**src/rtl/jtag_reg_bank.sv**
```systemverilog
// AXI4-Lite register bank with per-register update strobes and an ID word.
// Define JTAG_REG_BANK_SHADOW_EN for shadow registers committed via CTRL; otherwise writes load reg_out directly.
module jtag_reg_bank #(
  parameter int unsigned NUM_REGS   = 4,
  parameter int unsigned REG_WIDTH  = 16,
  parameter int unsigned ADDR_WIDTH = 32,
  parameter int unsigned RESET_VAL  = 0
) (
  input  logic                          aclk,
  input  logic                          arst_n,
  input  logic [ADDR_WIDTH-1:0]         s_axil_awaddr,
  input  logic                          s_axil_awvalid,
  output logic                          s_axil_awready,
  input  logic [31:0]                   s_axil_wdata,
  input  logic [3:0]                    s_axil_wstrb,
  input  logic                          s_axil_wvalid,
  output logic                          s_axil_wready,
  output logic [1:0]                    s_axil_bresp,
  output logic                          s_axil_bvalid,
  input  logic                          s_axil_bready,
  input  logic [ADDR_WIDTH-1:0]         s_axil_araddr,
  input  logic                          s_axil_arvalid,
  output logic                          s_axil_arready,
  output logic [31:0]                   s_axil_rdata,
  output logic [1:0]                    s_axil_rresp,
  output logic                          s_axil_rvalid,
  input  logic                          s_axil_rready,
  output logic [NUM_REGS*REG_WIDTH-1:0] reg_out,
  output logic [NUM_REGS-1:0]           reg_update
);

  localparam int unsigned          IDX_W       = $clog2(NUM_REGS + 2);
  localparam logic [REG_WIDTH-1:0] RST_V       = REG_WIDTH'(RESET_VAL);
  localparam logic [IDX_W-1:0]     CTRL_IDX    = IDX_W'(NUM_REGS);
  localparam logic [IDX_W-1:0]     ID_IDX      = IDX_W'(NUM_REGS + 1);
  localparam logic [31:0]          ID_WORD     = {8'hA5, 8'(NUM_REGS), 8'(REG_WIDTH), 8'h01};
  localparam logic [1:0]           RESP_OKAY   = 2'b00;
  localparam logic [1:0]           RESP_SLVERR = 2'b10;

  logic                          aw_held, w_held, bvalid_q, rvalid_q;
  logic [IDX_W-1:0]              aw_idx_q, wr_idx, rd_idx;
  logic [31:0]                   w_data_q, wr_data, rdata_q, rd_data;
  logic [3:0]                    w_strb_q, wr_strb;
  logic [1:0]                    bresp_q, rresp_q, rd_resp;
  logic                          aw_hs, w_hs, b_hs, ar_hs, r_hs, exec;
  logic [NUM_REGS*REG_WIDTH-1:0] out_q, rd_src;
  logic [NUM_REGS-1:0]           upd_q;
  logic                          unused_addr;
`ifdef JTAG_REG_BANK_SHADOW_EN
  logic [NUM_REGS*REG_WIDTH-1:0] shadow_q;
  logic                          auto_q;
`endif

  function automatic logic [REG_WIDTH-1:0] merge(input logic [REG_WIDTH-1:0] old,
                                                 input logic [31:0] data,
                                                 input logic [3:0] strb);
    logic [31:0] w;
    w = 32'(old);
    for (int unsigned b = 0; b < 4; b++)
      if (strb[b]) w[8*b +: 8] = data[8*b +: 8];
    return w[REG_WIDTH-1:0];
  endfunction

  assign s_axil_awready = !aw_held && !bvalid_q;
  assign s_axil_wready  = !w_held && !bvalid_q;
  assign s_axil_arready = !rvalid_q;
  assign s_axil_bvalid  = bvalid_q;
  assign s_axil_bresp   = bresp_q;
  assign s_axil_rvalid  = rvalid_q;
  assign s_axil_rdata   = rdata_q;
  assign s_axil_rresp   = rresp_q;
  assign reg_out        = out_q;
  assign reg_update     = upd_q;
  assign unused_addr    = ^{s_axil_awaddr, s_axil_araddr};

  assign aw_hs = s_axil_awvalid && s_axil_awready;
  assign w_hs  = s_axil_wvalid && s_axil_wready;
  assign b_hs  = bvalid_q && s_axil_bready;
  assign ar_hs = s_axil_arvalid && s_axil_arready;
  assign r_hs  = rvalid_q && s_axil_rready;

  // A write executes on the edge that completes the AW/W pair, using the live bus for whichever half arrives last.
  always_comb begin
    wr_idx  = aw_held ? aw_idx_q : s_axil_awaddr[IDX_W+1:2];
    wr_data = w_held ? w_data_q : s_axil_wdata;
    wr_strb = w_held ? w_strb_q : s_axil_wstrb;
  end
  assign exec = (aw_held || aw_hs) && (w_held || w_hs) && !bvalid_q;

  always_ff @(posedge aclk or negedge arst_n) begin
    if (!arst_n) begin
      aw_held  <= 1'b0;
      w_held   <= 1'b0;
      aw_idx_q <= '0;
      w_data_q <= '0;
      w_strb_q <= '0;
      bvalid_q <= 1'b0;
      bresp_q  <= RESP_OKAY;
    end else begin
      if (aw_hs) begin
        aw_held  <= 1'b1;
        aw_idx_q <= s_axil_awaddr[IDX_W+1:2];
      end
      if (w_hs) begin
        w_held   <= 1'b1;
        w_data_q <= s_axil_wdata;
        w_strb_q <= s_axil_wstrb;
      end
      if (exec) begin
        bvalid_q <= 1'b1;
        bresp_q  <= (wr_idx <= CTRL_IDX) ? RESP_OKAY : RESP_SLVERR;
      end else if (b_hs) begin
        bvalid_q <= 1'b0;
        aw_held  <= 1'b0;
        w_held   <= 1'b0;
      end
    end
  end

  always_ff @(posedge aclk or negedge arst_n) begin
    if (!arst_n) begin
      out_q    <= {NUM_REGS{RST_V}};
      upd_q    <= '0;
`ifdef JTAG_REG_BANK_SHADOW_EN
      shadow_q <= {NUM_REGS{RST_V}};
      auto_q   <= 1'b0;
`endif
    end else begin
      upd_q <= '0;
      if (exec && (|wr_strb)) begin
        for (int unsigned i = 0; i < NUM_REGS; i++) begin
          if (wr_idx == IDX_W'(i)) begin
`ifdef JTAG_REG_BANK_SHADOW_EN
            shadow_q[i*REG_WIDTH +: REG_WIDTH] <= merge(shadow_q[i*REG_WIDTH +: REG_WIDTH], wr_data, wr_strb);
            if (auto_q) begin
              out_q[i*REG_WIDTH +: REG_WIDTH] <= merge(shadow_q[i*REG_WIDTH +: REG_WIDTH], wr_data, wr_strb);
              upd_q[i] <= 1'b1;
            end
`else
            out_q[i*REG_WIDTH +: REG_WIDTH] <= merge(out_q[i*REG_WIDTH +: REG_WIDTH], wr_data, wr_strb);
            upd_q[i] <= 1'b1;
`endif
          end
        end
`ifdef JTAG_REG_BANK_SHADOW_EN
        if (wr_idx == CTRL_IDX && wr_strb[0]) begin
          auto_q <= wr_data[1];
          if (wr_data[0]) begin
            out_q <= shadow_q;
            upd_q <= '1;
          end
        end
`endif
      end
    end
  end

`ifdef JTAG_REG_BANK_SHADOW_EN
  assign rd_src = shadow_q;
`else
  assign rd_src = out_q;
`endif

  always_comb begin
    rd_idx  = s_axil_araddr[IDX_W+1:2];
    rd_data = '0;
    rd_resp = RESP_OKAY;
    for (int unsigned i = 0; i < NUM_REGS; i++)
      if (rd_idx == IDX_W'(i)) rd_data = 32'(rd_src[i*REG_WIDTH +: REG_WIDTH]);
    if (rd_idx == CTRL_IDX) begin
`ifdef JTAG_REG_BANK_SHADOW_EN
      rd_data = {30'b0, auto_q, 1'b0};
`else
      rd_data = '0;
`endif
    end else if (rd_idx == ID_IDX) begin
      rd_data = ID_WORD;
    end else if (rd_idx > ID_IDX) begin
      rd_resp = RESP_SLVERR;
    end
  end

  always_ff @(posedge aclk or negedge arst_n) begin
    if (!arst_n) begin
      rvalid_q <= 1'b0;
      rdata_q  <= '0;
      rresp_q  <= RESP_OKAY;
    end else if (ar_hs) begin
      rvalid_q <= 1'b1;
      rdata_q  <= rd_data;
      rresp_q  <= rd_resp;
    end else if (r_hs) begin
      rvalid_q <= 1'b0;
    end
  end

endmodule

```
**config.mk**
```make
export PLATFORM = sky130hd
export DESIGN_NAME = jtag_reg_bank
export DESIGN_NICKNAME = d
export VERILOG_FILES = /design/src/rtl/jtag_reg_bank.sv
export SDC_FILE = /design/constraint.sdc
export NUM_CORES = 1
export LEC_CHECK = 0
export CAP_MARGIN = 20
export CORE_UTILIZATION = 46
export CTS_BUF_LIST = sky130_fd_sc_hd__clkbuf_16
export DETAILED_ROUTE_END_ITERATION = 7
export GPL_TIMING_DRIVEN = 0
export PLACE_DENSITY_LB_ADDON = 0.05
export SETUP_SLACK_MARGIN = 0.5
export SYNTH_ARGS = -nofsm -noshare
export SYNTH_HDL_FRONTEND = slang
export SYNTH_SLANG_ARGS = --single-unit
```
**constraint.sdc**
```tcl
create_clock -name aclk -period 3.1 [get_ports aclk]
set_clock_uncertainty 0.2 [all_clocks]
set_input_delay 0.31 -clock aclk [delete_from_list [all_inputs] [get_ports aclk]]
set_output_delay 0.31 -clock aclk [all_outputs]
set_load 0.01 [all_outputs]
```
==> flow_summary.ini <==
[run_status]
status = finished, final reports clean

[floorplan]
num_io_pins = 216
fp.coreArea_um2 = 10890
die_y_um = 107.9
die_w_um = 107.9
start_util_pct = 47.40
rows = 38
die_area_um2 = 11650

[setup_path]
cp.arrival_ps = 1910
cp_top_family = buffers and inverters
end_kind = primary output
max_stage_delay_ps = 500
path_class = reg2out
critPathLaunchType = flop
cp.required_ps = 2590
cp_slowest_cell = clkdlybuf4s50_1
path_buf_inv = 3
r2r_slack_ps = 700
crit_fanout = 10
path_cells = buf_4, clkbuf_1, nor2_1, clkdlybuf4s50_1

[synthesis]
netlist.area_leader.share_pct = 55.27
ys_ff_latch = 114
yosys.area_share.simple_pct = 8.267
synth_xor_area_share_pct = 0
synth_compound_area_share_pct = 4.752
synth-seq-area-share_pct = 55.27
ys_warn_count = 0
synth_adder_area_share_pct = 0
ys_types = 31
syn_avg_cell_area_um2 = 13.17
synth_area_um2 = 5161
synthesis.instances = 392
synth_top_family_by_area = multiplexers
synth_area_leaders = dfrtp_1, mux2_2, buf_4
async_flop_share_pct = 100.0
synth_mux_area_share_pct = 27.64
synthTopCellsByCount = dfrtp_1, mux2_2, nand2_1, nor2_1, buf_4
synth_edf_count = 0
synthFlopType = dfrtp_1
yosys.area.top_type = dfrtp_1

[clock_network]
cts-root-buf = clkbuf_16
numCtsBuffers = 17
cts_resized = 0
clk_pin_slew_ps = 50
h-tree-depth = 4
clock_latency_ps = 410
cts_tree = done
cts_buffer_depth = 2
numClockSinks = 114

[sta]
slew_headroom_pct = 50.20
fin_crit_ps = 2420
setup_violations = 0
fin_tns_setup_ps = 0
fmax_mhz = 413.3
fin_crit_sh_pct = 78.06
hold_viol_final = 0
rsz0062_at_grt = false
tightest_slew_ps = 741.3
maxSlewViolCount = 0

[detailed_routing]
routed_wl_um = 12980
vias = 3796
wl_per_cell_um = 18.29
routed_via_density = 5.346
drtIter0Drc = 163
drtAntennaViolNets = 0
firstDrtPassIters = 4
drcViolationCount = 0

[placed_design]
place_congestion = 0.7859
io_buffers = 127
placed_area_um2 = 6678
dp_hpwl_um = 9431

[global_routing]
grt_most_used_layer = met2
use_met1_pct = 31.03
grt_use_met3_pct = 5.690
grt_pass1_vias = 3924
grtUsageTotal_pct = 24.05
antenna_found_initial = 0
grt_max_degree = 63
grtUsageMet2_pct = 38.78
grt_pass1_wl_um = 20510
grt_overflow = 0

[power_and_ir_drop]
leakage_uw = 0.003206
ir_drop_mv = 0.5352
p_per_area_nw_per_um2 = 1013

[hold_path]
hold_class = in2reg

[layout]
drive_gt1_share_pct = 31.05
syn_to_final_growth_pct = 41.45
n_antenna_cell = 0
fin_area_um2 = 7301
num-nets-final = 664

[job]
drv_cap = 0
[stage by stage]
stage | instances | hold slack, ps | worst slack [ps] | total power, µW | utilization, %
final | 710 | 189.8 | 680.3 | 7394 | 67.05
after global routing | 710 | 243.9 | 501.8 | 7801 | 67.05
after CTS | 705 | 169.5 | 519.0 | 7430 | 66.71
after detailed placement | 672 | 200.5 | 152.4 | 5517 | 61.33
after global placement | 671 | 259.5 | -2798 | 5413 | 61.10
after floorplan | 404 | -185.6 | 958.5 | 4042 | -
[flip-flops by register name (all words and copies together), names as in the netlist]
register and count:
reg_update 4, s_axil_rresp 1, aw_held 1, s_axil_bresp 1
w_data_q 16, w_strb_q 4, s_axil_rdata 17, reg_out 64
aw_idx_q 3, s_axil_bvalid 1, s_axil_rvalid 1, w_held 1
[power breakdown]
| group | total, µW | switching, µW | internal (µW) |
|---|---|---|---|
| Sequential | 2580 | 461 | 2120 |
| Clock | 1890 | 652 | 1240 |
| Combinational | 2920 | 1210 | 1710 |
| Total | 7390 | 2320 | 5070 |
[per-layer routing]
metal	vias up	routed length [µm]
li1	1731	-
met1	1932	5771
met2	120	6460
met3	13	551
met4	0	200
met5	-	0
[timing repair]
item | 4_1_cts | 5_1_grt
endpoints found under the hold margin | 52 | 0
hold buffers | 1 | 0
setup endpoints to repair | 0 | 48
setup buffers | 0 | 5
[worst register-to-register path, stage by stage (launching register included)]
cell and delay, ps:
dfrtp_1 440, nor3_1 650, nand4_1 550, mux2_2 450
[cell families (layout without fill, tap and decap cells)]
family / after synthesis / count (layout)
buffers and inverters: 36 / 202
AO/OA/AOI/OAI: 35 / 35
flip-flops: 114 / 114
AND/OR/NAND/NOR: 84 / 84
multiplexers: 122 / 122
other: 1 / 13
[cells in the final DEF, fill, tap and decap left out, drive strengths merged, types with 5 or more instances in the layout]
| cell | n |
|---|---|
| o22ai | 11 |
| clkdlybuf4s50 | 126 |
| nor4b | 5 |
| nand4 | 6 |
| o41ai | 10 |
| mux4 | 5 |
| clkbuf | 27 |
| conb | 13 |
| nor2 | 25 |
| nand2 | 29 |
| o21ai | 7 |
| dfrtp | 114 |
| clkinv | 8 |
| mux2 | 114 |
| inv | 5 |
| buf | 30 |
[path summary, 6_finish.rpt]
path	start	endpoint	depth (start not counted)
max	w_held$_DFF_PN0_	s_axil_wready	4
min	s_axil_araddr[4]	s_axil_rdata[1]$_DFFE_PN0P_	2
max reg2reg	s_axil_bvalid$_DFFE_PN0P_	reg_out[25]$_DFFE_PN0P_	3
min reg2reg	s_axil_rdata[4]$_DFFE_PN0P_	s_axil_rdata[4]$_DFFE_PN0P_	2
max in group asynchronous	arst_n	reg_out[62]$_DFFE_PN0P_	3
min in group asynchronous	arst_n	w_data_q[3]$_DFFE_PN0P_	2
[cell type report]
class | instances | area (µm²)
Timing Repair Buffer | 134 | 1344
Inverter | 3 | 11.26
Clock inverter | 15 | 150.1
Fill cell | 871 | 3587
Buffer | 33 | 195.2
Clock buffer | 17 | 425.4
Multi-Input combinational cell | 254 | 2147
Sequential cell | 114 | 2853
Tap cell | 140 | 175.2
No activity file was read; power rests on OpenSTA's default activity.
